### src/rtl/mux_8_rr_arbiter.sv
// Round-robin arbiter for an 8:1 32-bit select mux; registered grant/select, 1-edge request-to-grant latency.
// A holder keeps the grant while requesting; the hold limit forces rotation only when others are waiting.
module mux_8_rr_arbiter #(
  parameter int MAX_HOLD = 16,
  parameter int HOLD_W   = 4
) (
  input  logic       clock,
  input  logic       reset_n,
  input  logic [7:0] req,
  output logic [7:0] grant,
  output logic [2:0] select,
  output logic       grant_valid,
  output logic       preempt
);

  typedef enum logic {IDLE, GRANT} state_t;

  localparam logic [HOLD_W-1:0] HOLD_LAST = HOLD_W'(MAX_HOLD - 1);

  state_t            state, state_nxt;
  logic [2:0]        ptr, ptr_nxt;
  logic [HOLD_W-1:0] hold_cnt, hold_nxt;
  logic [7:0]        grant_nxt;
  logic [2:0]        select_nxt;
  logic              valid_nxt;
  logic              preempt_nxt;

  logic [2:0]        pick_idx;
  logic              req_any;
  logic              cur_req;
  logic              contend;
  logic              switch_en;

  // First set request bit searching from ptr upward, wrapping mod 8.
  function automatic logic [2:0] rr_pick(input logic [7:0] r, input logic [2:0] p);
    logic [2:0] idx;
    logic       found;
    rr_pick = p;
    found   = 1'b0;
    for (int i = 0; i < 8; i++) begin
      idx = p + 3'(i);
      if (!found && r[idx]) begin
        rr_pick = idx;
        found   = 1'b1;
      end
    end
  endfunction

  assign pick_idx = rr_pick(req, ptr);
  assign req_any  = |req;
  assign cur_req  = req[select];
  assign contend  = |(req & ~grant);

  always_comb begin
    state_nxt   = state;
    grant_nxt   = grant;
    select_nxt  = select;
    valid_nxt   = grant_valid;
    preempt_nxt = 1'b0;
    ptr_nxt     = ptr;
    hold_nxt    = hold_cnt;
    switch_en   = 1'b0;

    case (state)
      IDLE: begin
        if (req_any) begin
          switch_en = 1'b1;
          valid_nxt = 1'b1;
          state_nxt = GRANT;
        end
      end
      GRANT: begin
        if (!cur_req) begin
          if (req_any) begin
            switch_en = 1'b1;
          end else begin
            grant_nxt = '0;
            valid_nxt = 1'b0;
            state_nxt = IDLE;
          end
        end else if ((hold_cnt == HOLD_LAST) && contend) begin
          // ptr already sits past the holder, so the pick lands on a competitor.
          switch_en   = 1'b1;
          preempt_nxt = 1'b1;
        end else if (hold_cnt != HOLD_LAST) begin
          hold_nxt = hold_cnt + HOLD_W'(1);
        end
      end
      default: begin
        state_nxt = IDLE;
      end
    endcase

    if (switch_en) begin
      grant_nxt  = 8'b1 << pick_idx;
      select_nxt = pick_idx;
      ptr_nxt    = pick_idx + 3'd1;
      hold_nxt   = '0;
    end
  end

  always_ff @(posedge clock or negedge reset_n) begin
    if (!reset_n) begin
      state       <= IDLE;
      grant       <= '0;
      select      <= '0;
      grant_valid <= 1'b0;
      preempt     <= 1'b0;
      ptr         <= '0;
      hold_cnt    <= '0;
    end else begin
      state       <= state_nxt;
      grant       <= grant_nxt;
      select      <= select_nxt;
      grant_valid <= valid_nxt;
      preempt     <= preempt_nxt;
      ptr         <= ptr_nxt;
      hold_cnt    <= hold_nxt;
    end
  end

endmodule

### config.mk
export PLATFORM = sky130hd
export DESIGN_NAME = mux_8_rr_arbiter
export DESIGN_NICKNAME = d
export VERILOG_FILES = /design/src/rtl/mux_8_rr_arbiter.sv
export SDC_FILE = /design/constraint.sdc
export NUM_CORES = 1
export LEC_CHECK = 0
export ABC_AREA = 1
export ABC_CLOCK_PERIOD_IN_PS = 3600
export CORE_MARGIN = 4
export CORE_UTILIZATION = 45
export DETAILED_ROUTE_END_ITERATION = 8
export GPL_ROUTABILITY_DRIVEN = 0
export GPL_TIMING_DRIVEN = 1
export MAX_ROUTING_LAYER = met4
export PLACE_DENSITY = 0.66
export SETUP_SLACK_MARGIN = 0.05
export SYNTH_ARGS = -nofsm -noshare
export SYNTH_HDL_FRONTEND = slang
export SYNTH_SLANG_ARGS = --single-unit
### constraint.sdc
create_clock -name clock -period 3.6 [get_ports clock]
set_input_delay 1.08 -clock clock [delete_from_list [all_inputs] [get_ports clock]]
set_output_delay 1.08 -clock clock [all_outputs]
set_load 0.005 [all_outputs]
==> impl_metrics.py <==
metrics = {
    "logic_synthesis": {
        "synth_area_leaders": "dfrtp_1, nand2_1, nand3_1",
        "synth_most_common_cell": "nand2_1",
        "synth-edff-count": 0,
        "synth_top_area_cell": "dfrtp_1",
        "synth_top_family_by_area": "simple AND/OR/NAND/NOR gates",
        "yosysSeqAreaShare_pct": 29.9,
        "synthMuxAreaShare_pct": 0,
        "ys_top_cells_by_count": "nand2_1, nand3_1, inv_1",
        "synth_top_area_share_pct": 29.9,
        "async_reset_ff_share_pct": 100,
        "ys.warnings.count": 0,
        "syn_avg_cell_area_um2": 6.98,
        "synth-compound-area-share_pct": 13.9,
        "synth_seq_cells": 21,
        "syn_area_mm2": 0.00176,
        "syn_nets": 270,
        "post_synth_fa_ha_maj_area_fraction_pct": 5.69,
        "synth_cells": 252,
        "synth_top_flop_cell": "dfrtp_1",
        "synthXorXnorAreaFrac_pct": 2.42,
        "yosys.area_share.simple_pct": 39.4,
        "ys_types": 37,
    },
    "global_route": {
        "antenna_found_initial": 0,
        "first_global_vias": 1763,
        "grt_start_max_net_pins": 22,
        "grt-ovfl-total": 0,
        "grt_pass1_wl_mm": 7.89,
        "grt_usage_pct": 20.1,
    },
    "floorplan": {
        "core_area_mm2": 0.00372,
        "num_io_pins": 23,
        "fp.dieH_um": 70.5,
        "die_area_mm2": 0.00497,
        "initial_core_util_pct": 47.3,
        "die_w_um": 70.5,
        "num_rows": 22,
    },
    "clock_network": {
        "cts_hold_buf": 0,
        "ctsResizeCount": 0,
        "h-tree-depth": 1,
        "clock_insertion_delay_worst_skew_ns": 0.27,
        "path_clk_slew_ns": 0.09,
        "cts_buffers": 3,
        "cts_tree": "yes",
        "clk_path_buf_depth": 2,
        "postCtsSetupRepairBufs": 0,
        "cts_sinks": 21,
        "cts_root_buf": "clkbuf_8",
    },
    "run": {
        "maxCapViolations": 0,
    },
    "timing": {
        "worst_pin_slew_ns": 0.992,
        "hold-worst-slack_ns": 0.503,
        "fin_crit_ns": 3.29,
        "setup_violations": 0,
        "finalCritPeriodShare_pct": 91.5,
        "rsz0062_at_grt": "no",
        "slew_viol_final": 0,
        "tns_ns": 0,
        "max_freq_mhz": 304,
        "clock_skew_ns": 0.00694,
        "hold_viol_final": 0,
        "slew_headroom_pct": 33.7,
    },
    "placed_design": {
        "hpwlAfterDp_mm": 3.75,
        "place.port_buffers": 22,
    },
    "route": {
        "drtPass1Iterations": 4,
        "wl_per_cell_um": 13.6,
        "vias_per_cell": 5.34,
        "drcViolationCount": 0,
        "vias": 1809,
        "ant_nets": 0,
        "dr.first_iter.drc_count": 82,
        "totalWireLength_mm": 4.62,
    },
    "setup_path": {
        "critical_path_class": "input pin to flip-flop",
        "worstPathMaxFanout": 5,
        "r2r_cells": 19,
        "r2r_setup_slack_ns": 0.58,
        "rr_endpoint": "ptr[2]",
        "crit_arrival_ns": 3.45,
        "cp.required_ns": 3.76,
        "start_kind": "input pin",
        "end_kind": "flip-flop",
        "r2r_start": "ptr[1]",
    },
    "layout": {
        "diodes": 0,
        "fin_nets": 310,
        "fillers": 369,
        "drive_gt1_share_pct": 16.2,
        "synthToLayoutAreaGrowth_pct": 25.0,
        "multi_input_area_mm2": 0.00108,
        "regArea_um2": 526,
    },
    "outcome": {
        "run_status": "completed",
    },
    "worst_hold_path": {
        "hold_depth": 1,
        "hold_path.startpoint": "state",
        "min_to": "grant_valid",
        "hold_class": "flip-flop to flip-flop",
    },
}
-- metrics by stage --
| step | area [um2] | setup WS (ns) | util [%] | std cells |
|---|---|---|---|---|
| 3_5_place_dp | 2140 | -0.0191 | 57.5 | 335 |
| 4_1_cts | 2190 | 0.248 | 58.8 | 339 |
| 3_3_place_gp | 2140 | 0.0212 | 57.5 | 335 |
| 6_report | 2200 | 0.307 | 59.2 | 339 |
| 2_1_floorplan | 1760 | 0.604 | - | 252 |
| 5_1_grt | 2200 | 0.0588 | 59.2 | 339 |
-- cell families (layout without fill, tap and decap cells) --
| kind of cell | Yosys count | count (layout) |
|---|---|---|
| simple gates | 144 | 144 |
| fa+ha+maj | 8 | 8 |
| buf+inv | 36 | 75 |
| xor+xnor | 4 | 4 |
| compound gates | 39 | 39 |
| flops | 21 | 21 |
-- worst max path at each step --
stage / from / slack, ns / cells past startpoint / end
2_1_floorplan: ptr[0] / 0.60 / 21 / ptr[2]
3_3_place_gp: req[3] / 0.02 / 18 / ptr[2]
3_5_place_dp: req[3] / -0.02 / 18 / ptr[2]
4_1_cts: req[3] / 0.25 / 18 / ptr[2]
5_1_grt: req[6] / 0.06 / 19 / ptr[2]
6_report: req[0] / 0.31 / 18 / ptr[2]
-- cell usage in the layout (no fill, tap or decap), drive strengths merged, types with 2 or more instances in the layout --
cell,count
clkbuf,3
ha,8
nand3,35
o211ai,3
a21oi,5
buf,18
xor2,2
a211oi,2
o21ai,18
xnor2,2
a31oi,2
nand4,8
clkdlybuf4s50,17
nor3,2
dlymetal6s2s,5
nor2,16
o22ai,3
nand2,81
dfrtp,21
inv,30
-- state kept, by name (all words and copies together) (netlist names) --
signal,count
grant,8
hold_cnt,4
ptr,3
select,3
grant_valid,1
preempt,1
state,1
-- layout make-up --
class | instances | share of cell area (%)
clock buffers | 3 | 1.88
multi-input cells | 195 | 49.1
well taps | 48 | 2.73
inverters | 31 | 5.29
clock inverters | 1 | 0.341
repair buffers | 40 | 16.7
flip-flops and latches | 21 | 23.9
-- worst max-delay path, cell delays in order --
cell	delay [ns]
clkdlybuf4s50_1	0.47
nand2_1	0.12
nand3_1	0.07
nand2_1	0.10
nand2_1	0.07
nand2_2	0.11
nand2_2	0.08
nor2_4	0.13
nand3_2	0.10
nor2_4	0.11
nand2_2	0.08
nand4_2	0.10
xor2_2	0.16
inv_1	0.07
ha_1	0.20
ha_1	0.28
nand2_1	0.07
o21ai_0	0.07
-- routing by layer --
layer	part of all wire, %	up-vias	global-route usage, %
met5	0	-	-
met4	2.6	0	8.30
met3	3.7	13	2.30
met2	45	61	31.4
met1	48	822	26.3
li1	-	913	-
Power is not shown: default switching activity piles up to over one toggle a cycle in this logic, so the estimate is an artifact.
